===== config.mk =====
export PLATFORM = sky130hd
export DESIGN_NAME = rtr_route_compute
export DESIGN_NICKNAME = d
export VERILOG_FILES = /design/src/rtl/rtr_pkg.sv /design/src/rtl/rtr_pipe_reg.sv /design/src/rtl/rtr_route_compute.sv
export SDC_FILE = /design/constraint.sdc
export NUM_CORES = 1
export LEC_CHECK = 0
export CAP_MARGIN = 20
export CELL_PAD_IN_SITES_DETAIL_PLACEMENT = 1
export CELL_PAD_IN_SITES_GLOBAL_PLACEMENT = 1
export CORE_ASPECT_RATIO = 0.5
export CORE_MARGIN = 2
export CORE_UTILIZATION = 30
export DETAILED_ROUTE_END_ITERATION = 8
export PLACE_DENSITY_LB_ADDON = 0.08
export SLEW_MARGIN = 20
export SYNTH_ARGS = -nofsm -noshare
export SYNTH_HDL_FRONTEND = slang
export SYNTH_SLANG_ARGS = --single-unit

===== constraint.sdc =====
create_clock -name clk -period 1.35 [get_ports clk]
set_input_delay 0.135 -clock clk [delete_from_list [all_inputs] [get_ports clk]]
set_output_delay 0.135 -clock clk [all_outputs]
set_load 0.02 [all_outputs]

===== src/rtl/rtr_pkg.sv =====
// Shared types for the mesh router: output port encoding, route-compute FSM
// states and the head/tail sideband carried alongside every flit.
package rtr_pkg;

   typedef enum logic [2:0] {
      PORT_LOCAL = 3'd0,
      PORT_N     = 3'd1,
      PORT_S     = 3'd2,
      PORT_E     = 3'd3,
      PORT_W     = 3'd4
   } port_e;

   typedef enum logic {
      IDLE = 1'b0,
      PKT  = 1'b1
   } rc_state_t;

   typedef struct packed {
      logic head;
      logic tail;
   } flit_sb_t;

endpackage


===== src/rtl/rtr_pipe_reg.sv =====
// Generic single-entry valid/ready register slice with full throughput:
// a new word may enter in the same cycle the held word is taken.
module rtr_pipe_reg #(
   parameter int WIDTH = 8
) (
   input  logic             clk,
   input  logic             rst_n,
   input  logic             in_valid,
   output logic             in_ready,
   input  logic [WIDTH-1:0] in_data,
   output logic             out_valid,
   input  logic             out_ready,
   output logic [WIDTH-1:0] out_data
);

   logic             valid_q, valid_d;
   logic [WIDTH-1:0] data_q, data_d;

   assign in_ready = !valid_q || out_ready;

   always_comb begin
      valid_d = valid_q;
      data_d  = data_q;
      if (in_valid && in_ready) begin
         valid_d = 1'b1;
         data_d  = in_data;
      end else if (out_ready) begin
         valid_d = 1'b0;
      end
   end

   // NOTE: the data register is reset too, so the outputs read all-zero after reset rather than X.
   always_ff @(posedge clk or negedge rst_n) begin
      if (!rst_n) begin
         valid_q <= 1'b0;
         data_q  <= '0;
      end else begin
         valid_q <= valid_d;
         data_q  <= data_d;
      end
   end

   assign out_valid = valid_q;
   assign out_data  = data_q;

endmodule


===== src/rtl/rtr_route_compute.sv =====
// Per-input-port route computation: looks up the output port on each head flit and
// tags the whole packet with it. Optional pkt_count output under RTR_RC_STATS_EN.
module rtr_route_compute
   import rtr_pkg::*;
#(
   parameter int NUM_ROWS          = 2,
   parameter int NUM_COLS          = 2,
   parameter int NOC_NUM_ENDPOINTS = 4,
   parameter int NUM_OUTPUTS       = 5,
   parameter int ROUTE_WIDTH       = 3,
   parameter int FLIT_WIDTH        = 32,
   parameter int DEST_WIDTH        = $clog2(NOC_NUM_ENDPOINTS),
   parameter int DEST_LSB          = 0
) (
   input  logic                                        clk,
   input  logic                                        rst_n,
   input  logic [0:NOC_NUM_ENDPOINTS-1][ROUTE_WIDTH-1:0] routing_table,
   input  logic                                        in_valid,
   output logic                                        in_ready,
   input  logic [FLIT_WIDTH-1:0]                       in_flit,
   input  logic                                        in_head,
   input  logic                                        in_tail,
   output logic                                        out_valid,
   input  logic                                        out_ready,
   output logic [FLIT_WIDTH-1:0]                       out_flit,
   output logic                                        out_head,
   output logic                                        out_tail,
   output logic [ROUTE_WIDTH-1:0]                      out_port,
   output logic                                        route_err
`ifdef RTR_RC_STATS_EN
  ,output logic [15:0]                                 pkt_count
`endif
);

   localparam int IDX_W = (NOC_NUM_ENDPOINTS > 1) ? $clog2(NOC_NUM_ENDPOINTS) : 1;
   localparam int PAY_W = FLIT_WIDTH + $bits(flit_sb_t) + ROUTE_WIDTH + 1;
   localparam int unsigned NUM_EP_U = NOC_NUM_ENDPOINTS;

   if (NUM_ROWS * NUM_COLS != NOC_NUM_ENDPOINTS) begin : g_bad_ep_cfg
      $error("rtr_route_compute: NUM_ROWS*NUM_COLS must equal NOC_NUM_ENDPOINTS");
   end
   if (ROUTE_WIDTH < $clog2(NUM_OUTPUTS)) begin : g_bad_route_cfg
      $error("rtr_route_compute: ROUTE_WIDTH too narrow for NUM_OUTPUTS");
   end

   rc_state_t              state_q, state_d;
   logic [ROUTE_WIDTH-1:0] pkt_route_q, pkt_route_d;
   logic [ROUTE_WIDTH-1:0] port_d;
   logic                   err_d;
   logic                   accept;
   logic                   fresh_q;
   logic                   held_err;
   logic [DEST_WIDTH-1:0]  dest;
   logic [31:0]            dest_ext;
   logic [IDX_W-1:0]       dest_idx;
   flit_sb_t               sb_in, sb_out;
   logic [PAY_W-1:0]       pay_in, pay_out;

   assign accept   = in_valid && in_ready;
   assign dest     = in_flit[DEST_LSB +: DEST_WIDTH];
   assign dest_ext = 32'(dest);
   assign dest_idx = IDX_W'(dest_ext);

   assign sb_in.head = in_head;
   assign sb_in.tail = in_tail;

   // NOTE: every always_comb output gets a default first so no path leaves it unassigned (no latch).
   always_comb begin
      state_d     = state_q;
      pkt_route_d = pkt_route_q;
      port_d      = ROUTE_WIDTH'(PORT_LOCAL);
      err_d       = 1'b0;
      if (accept) begin
         if (in_head) begin
            // A head inside a packet restarts routing but is still flagged.
            err_d = (state_q == PKT);
            if (dest_ext < NUM_EP_U) begin
               port_d = routing_table[dest_idx];
            end else begin
               err_d = 1'b1;
            end
            pkt_route_d = port_d;
            state_d     = in_tail ? IDLE : PKT;
         end else if (state_q == PKT) begin
            port_d  = pkt_route_q;
            state_d = in_tail ? IDLE : PKT;
         end else begin
            err_d = 1'b1;
         end
      end
   end

   // NOTE: sequential state uses non-blocking assignments so all registers update from pre-edge values.
   always_ff @(posedge clk or negedge rst_n) begin
      if (!rst_n) begin
         state_q     <= IDLE;
         pkt_route_q <= '0;
         fresh_q     <= 1'b0;
      end else begin
         state_q     <= state_d;
         pkt_route_q <= pkt_route_d;
         fresh_q     <= accept;
      end
   end

   assign pay_in = {in_flit, sb_in, port_d, err_d};

   rtr_pipe_reg #(
      .WIDTH (PAY_W)
   ) u_pipe (
      .clk       (clk),
      .rst_n     (rst_n),
      .in_valid  (in_valid),
      .in_ready  (in_ready),
      .in_data   (pay_in),
      .out_valid (out_valid),
      .out_ready (out_ready),
      .out_data  (pay_out)
   );

   assign {out_flit, sb_out, out_port, held_err} = pay_out;
   assign out_head = sb_out.head;
   assign out_tail = sb_out.tail;

   // The error bit stays in the slice while stalled; only its first cycle is reported.
   assign route_err = fresh_q && held_err;

`ifdef RTR_RC_STATS_EN
   logic [15:0] pkt_count_q, pkt_count_d;

   always_comb begin
      pkt_count_d = pkt_count_q;
      if (accept && in_tail && (pkt_count_q != 16'hFFFF)) begin
         pkt_count_d = pkt_count_q + 16'd1;
      end
   end

   always_ff @(posedge clk or negedge rst_n) begin
      if (!rst_n) begin
         pkt_count_q <= '0;
      end else begin
         pkt_count_q <= pkt_count_d;
      end
   end

   assign pkt_count = pkt_count_q;
`endif

endmodule


==> results.txt <==
The number of pins exceeding their max-slew limit in the final report came out at 0. The relative contribution of combinational cells to total power came out at 27.1%. The worst setup path is of the reg -> out kind.

The starting density of the core is 31.4%. The area of the die is 7810 um2. Data on the critical path is required at its endpoint by 1220 ps.

The number of buffers and inverters on the critical path is 1. The number of antenna diodes came out at 0. The number of global-route vias before repair is 1450. The number of vias per cell after detailed routing came out at 4.22.

In the global route stage, overall resource usage came out at 11.8%. The clock share of power came out at 31.5%. Row generation in the floorplan step produced 21 rows. In this run the worst hold path is classified as in -> async. The congestion estimate from routability-driven global placement came to 0.640. The endpoint arrival time on the critical path came out at 1170 ps.

The total count of hold-check failures in the final report is 0. The internal power is 2.89 mW. The run finished with clean final reports. The via count of the routed design came out at 1286. The total negative slack is 0 ps. The number of placed I/O pins came out at 90. Entering global routing, the biggest net connects 45 pins. The final layout contains routed wiring with a total length of 4310 um. The count of max-cap constraint violations came out at 0.

The per-instance average area after synthesis came out at 14.6 um2. The worst pin sits at a relative slew slack of 83.8%. In the layout the commonest cells are 47 x clkdlybuf4s50_1, 43 x dfrtp_1, 41 x dlygate4sd2_1. The final core utilization came out at 45.3%. TritonCTS built the clock tree. The peak supply drop came out at 492 uV. Setup repair after global routing left no endpoint under its margin.

The count of cell types in the netlist came out at 20. The type of element launching the critical path is a flop. The count of mapped cells out of synthesis is 145. The largest buffer count on any clock path came out at 2. The power share of the sequential group is 41.4%.

The Yosys warning count is 0. The synthesized flop and latch total is 44. The clock-pin slew reported for the worst setup and hold paths after clock tree synthesis came out at 60 ps. The first-iteration detailed-routing DRC count came out at 29. The net count of the mapped netlist came out at 195. The static leakage is 1.38 nW. The power per standard cell area came out at 1290 nW/um2. The vertical die dimension is 63.5 um. Setup violations remaining at the end of the flow were counted as 0. The detail route stage leaves a number of antenna-violating nets equal to 0. The start point of the critical path is u_pipe.out_valid$_DFFE_PN0P_. The delay of the slowest critical-path stage came out at 420 ps. For this run, design rule violations remaining after detail routing come to 0. The post-route netlist has 29.6% of its cells at a drive strength greater than 1. The x dimension of the die is 123 um. The slowest stage of the critical path is the dfrtp_2 cell. The total area of multi-input combinational cells is 709 um2. The area growth from synthesis to layout is 44.1%. The area inside the core boundary is 6750 um2.

The fraction of power spent switching nets is 26.6%. Leaving out fill and tap cells, the most frequent cell in the layout is clkdlybuf4s50_1. The global-route wire length before repair came out at 7040 um. The number of buffer cells added on primary ports is 89. The net switching power is 1.05 mW. In the final routed layout, each cell accounts on average for 14.1 um. The worst path uses 96.7% of the clock period.

Sequential elements use 51.9% of the synthesized area. Clock tree synthesis selected as its root buffer the cell clkbuf_16. The launching point of the worst reg2reg path is u_pipe.out_valid$_DFFE_PN0P_. The number of buffers added by the clock tree synthesis step came out at 5.

The number of H-tree levels came out at 2. In this run the cell area of the synthesized design comes to 2120 um2. Along the worst path, the maximum fanout reaches 4.

The fmax came out at 766 MHz. The flip-flop and latch area came out at 1100 um2. The number of sinks handled by clock tree synthesis came out at 44. The transition at the pin with the smallest max-transition slack is 243 ps. The final-stage net count is 263.

The total of fill cells in the finished design came out at 721. The clock period minus final worst setup slack is 1300 ps. The kind of end point of the critical path is a primary output.

The initial antenna violation count is 0. The wire-length estimate of the detail-placed layout is 3260 um. The final clock skew came out at 2.88 ps. Traced cell by cell, the critical path runs through nand2b_4, dlygate4sd2_1. The clock latency on the worst-skew pair came out at 280 ps. In this design, the largest share of critical-path delay is due to flip-flops. The total overflow left after global routing is 0. The detailed-router iteration count before antenna repair came out at 3.
## cells in the mapped netlist
cell type	number	share of area [%]
a21oi_1	7	1.6
a22oi_1	3	1.1
a31oi_1	1	0.29
and2_1	1	0.29
buf_4	35	12
buf_6	4	2.1
clkbuf_1	1	0.18
dfrtp_1	44	52
inv_1	1	0.18
inv_4	1	0.29
mux2_2	13	6.9
mux2_4	24	17
mux4_2	3	3.2
nand2_4	1	0.53
nand2b_1	1	0.29
nand2b_4	1	0.65
nand3_1	1	0.24
nor2b_1	1	0.29
o21ai_0	1	0.24
xnor2_1	1	0.41
## final timing paths
| kind | endpoint | slack, ps | depth (start not counted) |
|---|---|---|---|
| worst max register to register | u_pipe.out_data[32]$_DFFE_PN0P_ | 70 | 5 |
| max in group asynchronous | u_pipe.out_valid$_DFFE_PN0P_ | 760 | 3 |
| worst min-delay path | u_pipe.out_data[14]$_DFFE_PN0P_ | 360 | 3 |
| worst max-delay path | in_ready | 50 | 2 |
| worst min register to register | u_pipe.out_data[23]$_DFFE_PN0P_ | 500 | 1 |
| min in group clk | u_pipe.out_data[6]$_DFFE_PN0P_ | 400 | 2 |
## metrics by stage
step	area, um2	setup WS [ps]	power (mW)	std cells	hold slack (ps)
2_1_floorplan	2150	-43.9	2.47	145	-161
3_3_place_gp	2950	-338	2.85	297	131
3_5_place_dp	2950	-360	2.87	297	145
4_1_cts	3060	28.0	4.02	305	368
5_1_grt	3060	12.6	4.15	305	397
6_report	3060	45.2	3.94	305	360
## metal layers
metal	vias to the layer above	part of all wire, %	track usage, %	routed length [um]
li1	598	-	-	-
met1	642	42	13.4	1800
met2	44	49	20.4	2120
met3	2	8.7	5.62	375
met4	0	0.26	2.56	11
met5	-	0	0	0
## flip-flops by register name, summed over array words and instances, names as in the netlist
| register | flops |
|---|---|
| fresh_q | 1 |
| pkt_route_q | 3 |
| u_pipe.out_data | 38 |
| u_pipe.out_valid | 1 |
| state_q | 1 |
## logic make-up after synthesis
logic type / share of synthesized area (%)
xor+xnor: 0.413
flops: 51.9
compound gates: 3.24
simple gates: 2.30
mux: 27.0
buf+inv: 15.1
## final cells by class
| type | count | area share (%) |
|---|---|---|
| flip-flops and latches | 44 | 36.0 |
| repair buffers | 101 | 31.5 |
| multi-input cells | 59 | 23.2 |
| clock buffers | 7 | 4.99 |
| well taps | 92 | 3.76 |
| inverters | 2 | 0.491 |
## worst register-to-register path, delay by kind of cell (launching register included)
family	cells	cell delay [ps]
multiplexers	1	320
buffers and inverters	2	230
AND/OR/NAND/NOR	2	190
flip-flops	1	420
## repair_timing
item | 4_1_cts | 5_1_grt
endpoints found under the hold margin | 44 | 0
hold buffers | 1 | 0
setup endpoints to repair | 46 | 0
setup buffers | 0 | 0
resized for setup | 41 | 0
## power by group through the flow
stage                     logic [mW]  registers [mW]  clock network [mW]
after floorplan                0.824            1.64                   0
after global placement          1.19            1.65                   0
after detailed placement        1.21            1.66                   0
after CTS                       1.09            1.63                1.30
after global routing            1.14            1.66                1.35
final                           1.07            1.63                1.24
(Power assumes the default switching activity.)
